<file path="config.mk">
export PLATFORM = sky130hd
export DESIGN_NAME = line_buffer_ctrl
export DESIGN_NICKNAME = d
export VERILOG_FILES = /design/src/rtl/tnn_pkg.sv /design/src/rtl/line_buffer_ctrl_raster_counter.sv /design/src/rtl/line_buffer_ctrl.sv
export SDC_FILE = /design/constraint.sdc
export NUM_CORES = 1
export LEC_CHECK = 0
export CORE_ASPECT_RATIO = 1.1
export CORE_MARGIN = 1.5
export CORE_UTILIZATION = 41
export CTS_CLUSTER_DIAMETER = 150
export DETAILED_ROUTE_END_ITERATION = 7
export PLACE_DENSITY = 0.73
export SKIP_LAST_GASP = 1
export SLEW_MARGIN = 20
export SYNTH_ARGS = -nofsm -noshare
export SYNTH_HDL_FRONTEND = slang
export SYNTH_SLANG_ARGS = --single-unit
</file>
<file path="constraint.sdc">
create_clock -name clk -period 1.65 [get_ports clk]
set_input_delay 0.4125 -clock clk [delete_from_list [all_inputs] [get_ports clk]]
set_output_delay 0.4125 -clock clk [all_outputs]
set_load 0.02 [all_outputs]
</file>
<file path="src/rtl/tnn_pkg.sv">
// Shared definitions for the line-buffer controller slice: FSM state
// encoding, default frame geometry and a width helper for counters.
package tnn_pkg;

    typedef enum logic [1:0] {
        ST_IDLE   = 2'd0,
        ST_ACTIVE = 2'd1,
        ST_DONE   = 2'd2
    } ctrl_state_e;

    localparam int DEF_KERNEL_SIZE = 5;
    localparam int DEF_IMG_WIDTH   = 32;
    localparam int DEF_IMG_HEIGHT  = 32;

    // Counter width for a range of v values; never narrower than one bit.
    function automatic int clog2w(input int v);
        return (v <= 2) ? 1 : $clog2(v);
    endfunction

endpackage

</file>
<file path="src/rtl/line_buffer_ctrl_raster_counter.sv">
// raster_counter: row-major column/row position counter.
// Column wraps WIDTH-1 -> 0 and bumps the row; the row saturates at
// HEIGHT-1 so it never wraps inside a frame. last_o flags the final pixel.
module raster_counter
    import tnn_pkg::*;
#(
    parameter int WIDTH  = DEF_IMG_WIDTH,
    parameter int HEIGHT = DEF_IMG_HEIGHT,
    parameter int COL_W  = clog2w(WIDTH),
    parameter int ROW_W  = clog2w(HEIGHT)
) (
    input  logic             clk,
    input  logic             rst,
    input  logic             clear_i,
    input  logic             adv_i,
    output logic [COL_W-1:0] col_o,
    output logic [ROW_W-1:0] row_o,
    output logic             last_o
);

    logic [COL_W-1:0] col_q, col_d;
    logic [ROW_W-1:0] row_q, row_d;
    logic             col_wrap;
    logic             row_last;

    assign col_wrap = (col_q == COL_W'(WIDTH - 1));
    assign row_last = (row_q == ROW_W'(HEIGHT - 1));

    // Next position: clear wins, otherwise step one pixel in raster order.
    always_comb begin
        col_d = col_q;
        row_d = row_q;
        if (clear_i) begin
            col_d = '0;
            row_d = '0;
        end else if (adv_i) begin
            if (col_wrap) begin
                col_d = '0;
                if (!row_last) begin
                    row_d = row_q + ROW_W'(1);
                end
            end else begin
                col_d = col_q + COL_W'(1);
            end
        end
    end

    // Position registers.
    always_ff @(posedge clk) begin
        if (rst) begin
            col_q <= '0;
            row_q <= '0;
        end else begin
            col_q <= col_d;
            row_q <= row_d;
        end
    end

    assign col_o  = col_q;
    assign row_o  = row_q;
    assign last_o = col_wrap & row_last;

endmodule

</file>
<file path="src/rtl/line_buffer_ctrl.sv">
// line_buffer_ctrl: sequences a row-major pixel stream into a line buffer,
// drives its shift enable and flags valid columns / complete windows.
// Optional window stride is compiled in with LINE_BUFFER_CTRL_STRIDE_EN.
//
// Handshake: a pixel moves when pix_valid & pix_ready in the same cycle;
// pix_ready is high only in ACTIVE while downstream asserts out_ready, and
// lb_enable / col_valid / win_valid are only ever high on such a cycle.
module line_buffer_ctrl
    import tnn_pkg::*;
#(
    parameter int DATA_WIDTH  = 32,
    parameter int KERNEL_SIZE = DEF_KERNEL_SIZE,
    parameter int IMG_WIDTH   = DEF_IMG_WIDTH,
    parameter int IMG_HEIGHT  = DEF_IMG_HEIGHT,
    parameter int COL_W       = clog2w(IMG_WIDTH),
    parameter int ROW_W       = clog2w(IMG_HEIGHT)
) (
    input  logic             clk,
    input  logic             rst,
    input  logic             start,
`ifdef LINE_BUFFER_CTRL_STRIDE_EN
    input  logic [1:0]       stride,
`endif
    input  logic             pix_valid,
    output logic             pix_ready,
    input  logic             out_ready,
    output logic             lb_enable,
    output logic             col_valid,
    output logic             win_valid,
    output logic [ROW_W-1:0] win_row,
    output logic [COL_W-1:0] win_col,
    output logic             busy,
    output logic             frame_done
);

    // Reject geometries the line buffer cannot support at elaboration time.
    if (DATA_WIDTH < 1 || KERNEL_SIZE < 2 || KERNEL_SIZE > IMG_WIDTH ||
        IMG_HEIGHT < KERNEL_SIZE) begin : g_bad_params
        $error("line_buffer_ctrl: illegal parameter combination");
    end

    ctrl_state_e      state_q;
    logic             busy_q;
    logic             frame_done_q;
    logic             accept;
    logic             start_frame;
    logic             last_pix;
    logic [COL_W-1:0] col;
    logic [ROW_W-1:0] row;
    logic             row_ok;
    logic             col_ok;
    logic             phase_ok;

    assign start_frame = (state_q == ST_IDLE) & start;
    assign pix_ready   = (state_q == ST_ACTIVE) & out_ready;
    assign accept      = pix_valid & pix_ready;

    raster_counter #(
        .WIDTH  (IMG_WIDTH),
        .HEIGHT (IMG_HEIGHT),
        .COL_W  (COL_W),
        .ROW_W  (ROW_W)
    ) u_raster (
        .clk     (clk),
        .rst     (rst),
        .clear_i (start_frame),
        .adv_i   (accept),
        .col_o   (col),
        .row_o   (row),
        .last_o  (last_pix)
    );

    // Frame sequencing with registered busy / frame_done.
    always_ff @(posedge clk) begin
        if (rst) begin
            state_q      <= ST_IDLE;
            busy_q       <= 1'b0;
            frame_done_q <= 1'b0;
        end else begin
            case (state_q)
                ST_IDLE: begin
                    frame_done_q <= 1'b0;
                    if (start) begin
                        state_q <= ST_ACTIVE;
                        busy_q  <= 1'b1;
                    end
                end
                ST_ACTIVE: begin
                    if (accept && last_pix) begin
                        state_q      <= ST_DONE;
                        busy_q       <= 1'b0;
                        frame_done_q <= 1'b1;
                    end
                end
                ST_DONE: begin
                    state_q      <= ST_IDLE;
                    frame_done_q <= 1'b0;
                end
                default: begin
                    state_q      <= ST_IDLE;
                    busy_q       <= 1'b0;
                    frame_done_q <= 1'b0;
                end
            endcase
        end
    end

    assign row_ok = (row >= ROW_W'(KERNEL_SIZE - 1));
    assign col_ok = (col >= COL_W'(KERNEL_SIZE - 1));

`ifdef LINE_BUFFER_CTRL_STRIDE_EN
    logic [1:0] stride_q, stride_d;
    logic [1:0] col_ph_q, col_ph_d;
    logic [1:0] row_ph_q, row_ph_d;
    logic       col_wrap;

    assign col_wrap = (col == COL_W'(IMG_WIDTH - 1));

    // Phases track the next pixel's offset from the first window position,
    // modulo the stride latched at frame start (0 behaves as 1).
    always_comb begin
        stride_d = stride_q;
        col_ph_d = col_ph_q;
        row_ph_d = row_ph_q;
        if (start_frame) begin
            stride_d = (stride == 2'd0) ? 2'd1 : stride;
            col_ph_d = 2'd0;
            row_ph_d = 2'd0;
        end else if (accept) begin
            if (col_wrap || !col_ok) begin
                col_ph_d = 2'd0;
            end else begin
                col_ph_d = (col_ph_q == stride_q - 2'd1) ? 2'd0 : col_ph_q + 2'd1;
            end
            if (col_wrap) begin
                if (!row_ok) begin
                    row_ph_d = 2'd0;
                end else begin
                    row_ph_d = (row_ph_q == stride_q - 2'd1) ? 2'd0 : row_ph_q + 2'd1;
                end
            end
        end
    end

    // Stride and phase registers.
    always_ff @(posedge clk) begin
        if (rst) begin
            stride_q <= 2'd1;
            col_ph_q <= 2'd0;
            row_ph_q <= 2'd0;
        end else begin
            stride_q <= stride_d;
            col_ph_q <= col_ph_d;
            row_ph_q <= row_ph_d;
        end
    end

    assign phase_ok = (col_ph_q == 2'd0) & (row_ph_q == 2'd0);
`else
    assign phase_ok = 1'b1;
`endif

    assign lb_enable  = accept;
    assign col_valid  = accept & row_ok;
    assign win_valid  = col_valid & col_ok & phase_ok;
    assign win_row    = row;
    assign win_col    = col;
    assign busy       = busy_q;
    assign frame_done = frame_done_q;

endmodule

</file>
Yosys cells after proc, flatten, opt, wreduce, memory -nomap -nowiden

Index checks and enable logic that the tools add are counted.

Equal/unequal tests: 6
Muxes and demuxes: 7
$lt $le $gt $ge: 2
Add/sub/neg operators: 2
Bitwise operators: 9
Reduce and logical (&&, ||, !) cells: 7

Operator list:

| cell                                                                  | count |
|---|---|
| 5-bit by 1-bit adder with 5-bit output, second input constant         | 2 |
| 5-bit equality test, second input constant                            | 2 |
| 5-bit by 3-bit >= comparator with 1-bit output, second input constant | 2 |
| 1-bit AND                                                             | 6 |
| 3-bit AND reduction                                                   | 2 |
| 5-bit 2-to-1 mux                                                      | 1 |
| 2-bit 2-to-1 mux                                                      | 2 |
| 2-bit one-hot mux with 2 select lines                                 | 1 |
| 2-bit OR reduction                                                    | 2 |
| 1-bit inverter                                                        | 3 |
| 1-bit one-hot mux with 3 select lines                                 | 1 |
| 2-bit by 1-bit equality test with 1-bit output, second input constant | 1 |
| 2-bit equality test, second input constant                            | 1 |
| 2-bit logical NOT                                                     | 1 |
| 1-bit 2-to-1 mux                                                      | 2 |
| 2-bit by 1-bit != test with 1-bit output, second input constant       | 1 |
| 2-bit != test, second input constant                                  | 1 |
| 2-bit AND reduction                                                   | 1 |
| 1-bit logical AND                                                     | 1 |

Register bits: 14

Depth between registers and ports, before layout

Gate-level depths: netlist (run 1).

Word-level depth: 6
Mapped depth: 6
Depth with buffers taken out: 6

Modules after synthesis

Synthesis (run 1) repeated with hierarchy kept, for this count alone.

Cells, all modules: 75
Area, all modules: 708.2 µm²

Modules (own cells, without submodules):

| module           | area an instance (µm²) | instances | cells an instance |
|---|---|---|---|
| raster_counter   | 499.2                  | 1         | 53 |
| line_buffer_ctrl | 209.0                  | 1         | 22 |

Worst setup path after synthesis (run 1)

OpenSTA, ideal clock, no wires.

Path type: reg-to-reg
Start: reg u_raster.col_q[0], in the netlist u_raster.col_o[0]
End: reg u_raster.row_q[3], in the netlist u_raster.row_o[3]
Arrival: 1.849 ns
Path slack: -0.269 ns
Cell stages (with the launch flop): 7
Library setup time: 0.070 ns
Cells stage by stage: dfxtp_1 > ha_1 > and3_1 > ha_1 > nand2b_1 > or4_1 > a21oi_1

Word-level cells in the longest chain between the ends: 2

Ends and longest elaborated chain:

| element                       | line                                  | text |
|---|---|---|
| start, declared               | line_buffer_ctrl_raster_counter.sv:21 | `logic [COL_W-1:0] col_q, col_d;` |
| start signal, assigned        | line_buffer_ctrl_raster_counter.sv:54 | `col_q <= col_d;` |
| 5-bit equality test           | line_buffer_ctrl_raster_counter.sv:26 | `assign col_wrap = (col_q == COL_W'(WIDTH - 1));` |
| 3-bit AND reduction (no line) | --                                    |  |
| end signal, assigned          | line_buffer_ctrl_raster_counter.sv:55 | `row_q <= row_d;` |
| end, declared                 | line_buffer_ctrl_raster_counter.sv:22 | `logic [ROW_W-1:0] row_q, row_d;` |

No other way between the ends.
A chain may end at the register's enable or synchronous reset.

Worst setup path in the final report (run 1)

Start: reg u_raster.row_q[0], in the netlist u_raster.row_o[0]
End: reg u_raster.row_q[2], in the netlist u_raster.row_o[2]

Word-level cells in the longest chain between the ends: 3

Ends and longest elaborated chain:

| element |
|---|
| branches (longest 3 deep; another with 5-bit by 1-bit adder with 5-bit output) |

Several ways; the timed one is not identified.

==> results.yml, run 1 <==
die:
  dieHeight_um: 47.5
  die_area_um2: 2070
  num_rows: 15
  num_io_pins: 21
  dieWidth_um: 43.5
  initial_core_util_pct: 45.3
  core_area_um2: 1630
global_route:
  grt_util_all_layers_pct: 20.2
  first_global_vias: 699
  overflow: 0
  grt_max_degree: 12
  grt_pass1_wl_um: 3040
  antenna_found_initial: 0
pwr:
  peakVddDrop_v: 0.000451
  fin_total_pwr_mw: 0.670
  p_leak_nw: 0.550
  powerDensity_nw_per_um2: 552
drt:
  routed_via_density: 5.20
  routed_wl_um: 1900
  dr.first_iter.drc_count: 14
  wire_per_inst_um: 12.8
  vias: 769
  drc: 0
  ant_nets: 0
  dr.pass1.iters: 4
final_layout:
  register_area_um2: 295
  finalNetCount: 143
  drive_above_1_share_pct: 38.9
  final_util_pct: 74.3
  nFillCells: 143
  area_growth_pct: 64.1
  final_cells: 148
  antennaDiodeCount: 0
  finalInstanceArea_um2: 1210
  multi_input_area_um2: 485
critical_path:
  crit_fanout: 4
  cp-end-kind: "flop"
  arrival_ps: 1890
  critPathRequiredTime_ps: 1870
  crit_type: "flop to flop"
  start_kind: "flop"
synth:
  async_flop_share_pct: 0
  syn_area_per_cell_um2: 8.40
  synth_edf_count: 0
  ys_seq_area_share_pct: 37.9
  synth_most_common_cell: "dfxtp_1"
  synth_warnings: 0
  yosys-top-cells-count: "dfxtp_1, a21oi_1, inv_1"
  synth.top_cell.area_share_pct: 37.9
  synthTopCellsByArea: "dfxtp_1, ha_1, a21oi_1"
  synth_cells: 88
  syn_area_um2: 739
  yosys.area.top_type: "dfxtp_1"
  synth_seq_cells: 14
  synth.distinct_cells: 27
  synth_ff_type: "dfxtp_1"
  synth_nets: 99
clock_tree:
  cts_made_buffers: 3
  clkSlewWorstSetupHoldPaths_ps: 90
  cts_max_level: 1
  clock_sinks: 14
  clockBufferDepth: 2
  clk_latency_ps: 280
  tritoncts: "built"
  root_buffer: "clkbuf_4"
timing:
  hold_viol_final: 0
  slew-limit-headroom_pct: 82.1
  max_freq_mhz: 601
  worst_pin_slew_ps: 266
  drv_slew: 0
  timing.final.crit_period_ps: 1660
  rsz0062_at_grt: "yes"
  final-setup-viol-count: 2
  fin_crit_sh_pct: 101
  skew_ps: 2.65
  finalWorstSetupSlack_ps: -12.6
placement:
  io_buffers: 20
  gp_congestion: 0.785
  post-dp-hpwl_um: 1420
  dp_cells: 143
  dpl-instance-area_um2: 1170
  post-place-ws_ps: -707
job:
  drv_cap: 0
hold_path:
  hold_path_class: "flop to flop"
outcome:
  violations: "setup timing"
  status: "complete, but fails checks"
==> kinds of logic (layout without fill, tap and decap cells) <==
group	count (synthesis)	count (layout)	synth area share, %
and+or+nand+nor	33	33	26.9
AOI/OAI and AO/OA	24	24	18.3
DFF	14	14	37.9
buffers and inverters	11	54	6.77
adders and majority gates	6	6	10.2
==> layer usage <==
| layer | track usage [%] | routed length (µm) |
|---|---|---|
| met1 | 25.2 | 848 |
| met2 | 34.6 | 981 |
| met3 | 3.40 | 58 |
| met4 | 9.09 | 12 |
| met5 | 0 | 0 |
==> cells in the final DEF, fill, tap and decap left out, types with 2 or more instances in the layout <==
master and n:
nor4_1 2, or4_4 2, a21oi_1 8, nor2_1 5
a21oi_2 3, dfxtp_1 8, inv_1 8, dlygate4sd2_1 14
nor2b_1 2, dfxtp_4 3, clkbuf_4 3, buf_4 23
clkdlybuf4s50_1 2, o31ai_1 2, nand3_1 5, ha_2 2
o21ai_0 7, dfxtp_2 3, ha_4 2, nand2_1 5
buf_2 2, ha_1 2
==> report_power, final <==
part	internal [mW]	switching, mW	total [mW]
Combinational	0.0378	0.0375	0.0753
Sequential	0.338	0.00408	0.342
Clock	0.134	0.118	0.252
==> timing repair <==
item | CTS | global route
gates resized for setup | 31 | 12
pin swaps | 4 | 3
hold endpoints to repair | 0 | 0
buffers inserted | 1 | 0
hold buffers | 0 | 0
setup endpoints to repair | 20 | 9
==> stage by stage <==
| stage | hold slack, ps | TNS [ps] |
|---|---|---|
| final | 484 | -24.2 |
| after global routing | 505 | -140 |
| after CTS | 484 | -106 |
| after detailed placement | 465 | -3750 |
| after global placement | 449 | -3490 |
| after floorplan | 462 | 0 |
==> critical path, cell delays in order (launching register included) <==
cell and delay (ps):
dfxtp_4 360, ha_4 150, and3_1 170, ha_2 170, nand2b_4 150, or4_1 450, a21oi_2 150
==> final timing paths <==
kind	from	endpoint	slack, ps	depth (start not counted)
max	u_raster.row_o[0]	u_raster.row_o[2]	-10	6
min	frame_done	frame_done	480	1
max reg2reg	u_raster.row_o[0]	u_raster.row_o[2]	-10	6
min reg2reg	frame_done	frame_done	480	1
==> registers in the layout, indices dropped and copies added, names as in the netlist <==
register / flops
u_raster.row_o: 5
frame_done: 1
busy: 1
u_raster.col_o: 5
state_q: 2
==> layout make-up <==
class                   count  share of cell area (%)
clock buffers               4                    2.99
inverters                   8                    2.47
multi-input cells          63                    40.0
flip-flops and latches     14                    24.3
well taps                  17                    1.75
repair buffers             42                    28.5
Power figures use the tool's default switching activity.
==> run 2, diff against run 1 <==
==> constraint.sdc (replaced) <==
create_clock -name clk -period 1.65 [get_ports clk]
set_input_delay 0.4125 -clock clk [delete_from_list [all_inputs] [get_ports clk]]
set_output_delay 0.4125 -clock clk [all_outputs]
set_load 0.1 [all_outputs]
==> results.yml, run 2 (synthesis gave the netlist of run 1 again) <==
outcome:
  status: "complete, but fails checks"
  violations: "setup timing"
clock_tree:
  cts_max_level: 1
  clk_latency_ps: 290
  tritoncts: "built"
  cts_made_buffers: 3
  clockBufferDepth: 2
  root_buffer: "clkbuf_4"
  cts_hold_buf: 0
  clkSlewWorstSetupHoldPaths_ps: 90
  clock_sinks: 14
placement:
  gp_congestion: 0.725
  dp_cells: 129
  io_buffers: 20
  post-dp-hpwl_um: 1410
global_route:
  overflow: 0
  grt_util_all_layers_pct: 22.0
  antenna_found_initial: 0
  grt_pass1_wl_um: 3250
  first_global_vias: 759
  grt_max_degree: 14
timing:
  timing.final.crit_period_ps: 1680
  finalWorstSetupSlack_ps: -31.8
  skew_ps: 5.04
  slew-limit-headroom_pct: 75.5
  fin_crit_sh_pct: 102
  max_freq_mhz: 595
  final-setup-viol-count: 3
  rsz0062_at_grt: "yes"
  worst_pin_slew_ps: 368
  hold_viol_final: 0
  drv_slew: 0
pwr:
  fin_total_pwr_mw: 0.696
  p_leak_nw: 0.513
  peakVddDrop_v: 0.000468
  powerDensity_nw_per_um2: 511
final_layout:
  final_cells: 138
  final_common_cell: "buf_12"
  area_growth_pct: 84.3
  layout_common_cells: "buf_12, buf_4, a21oi_1, dfxtp_4"
  drive_above_1_share_pct: 48.8
  finalNetCount: 133
  nFillCells: 97
  antennaDiodeCount: 0
critical_path:
  start_kind: "flop"
  crit_fanout: 4
  critPathRequiredTime_ps: 1240
  arrival_ps: 1270
  cp-end-kind: "output port"
  crit_type: "flop to output port"
die:
  initial_core_util_pct: 45.3
  dieWidth_um: 43.5
  dieHeight_um: 47.5
  num_rows: 15
  core_area_um2: 1630
  num_io_pins: 21
  die_area_um2: 2070
drt:
  ant_nets: 0
  vias: 788
  routed_wl_um: 1950
  dr.pass1.iters: 4
  wire_per_inst_um: 14.1
  drc: 0
  routed_via_density: 5.71
  dr.first_iter.drc_count: 13
hold_path:
  hold_path_class: "flop to flop"
job:
  drv_cap: 0
run 2: area by class of cell:
type	instances	area [µm²]	share of cell area (%)
Clock buffer	4	36.3	2.66
Inverter	8	30.0	2.20
Multi-Input combinational cell	63	509	37.4
Sequential cell	14	318	23.3
Tap cell	17	21.3	1.56
Timing Repair Buffer	32	448	32.9
run 2: metrics by stage:
| step | util [%] | worst slack, ps | hold WS (ps) | cell area (µm²) | setup TNS (ps) |
|---|---|---|---|---|---|
| floorplan | - | -466 | 462 | 857 | -734 |
| global placement | 77.5 | -324 | 504 | 1260 | -2340 |
| detailed placement | 77.5 | -376 | 513 | 1260 | -2980 |
| CTS | 83.4 | -59.1 | 525 | 1360 | -144 |
| global route | 83.4 | -96.6 | 554 | 1360 | -318 |
| finish | 83.4 | -31.8 | 523 | 1360 | -61.0 |
run 2: routing by layer:
layer  share of wire [%]  GRT usage, %  wire (µm)  vias up
li1                    -             -          -      377
met1                  39          24.5        764      383
met2                  55          39.7       1080       23
met3                 3.0          2.26         58        5
met4                 2.6          16.4         51        0
met5                   0             0          0        -
run 2: timing repair:
action                     CTS  global route
pin swaps                    3             2
setup endpoints to repair    8             6
buffers inserted             5             0
gates resized for setup     10             0
run 2: report_power, final:
group          internal (mW)  switching (mW)  leakage (nW)
Clock                  0.134           0.116        0.0210
Sequential             0.328         0.00573         0.122
Combinational         0.0423          0.0692         0.370
run 2: path summary, 6_finish.rpt:
kind | startpoint | to | slack [ps] | cells past startpoint
setup / recovery | state_q[0] | pix_ready | -30 | 3
hold / removal | u_raster.col_o[4] | u_raster.col_o[4] | 520 | 2
setup reg to reg | u_raster.row_o[1] | u_raster.row_o[3] | 10 | 6
hold reg to reg | u_raster.col_o[4] | u_raster.col_o[4] | 520 | 2
run 2: worst max-delay path, cell delays in order, from the launching register on:
cell,delay [ps]
dfxtp_2,380
or2b_1,300
nor2_4,120
buf_12,180
==> run 3, diff against run 2 <==
--- a/config.mk
+++ b/config.mk
@@ -5,6 +5,7 @@
 export SDC_FILE = /design/constraint.sdc
 export NUM_CORES = 1
 export LEC_CHECK = 0
+export ABC_CLOCK_PERIOD_IN_PS = 1650
 export CORE_ASPECT_RATIO = 1.1
 export CORE_MARGIN = 1.5
 export CORE_UTILIZATION = 41
==> results of run 3 <==
Same layout as run 2: the final DEF is identical, and so are final timing and power.
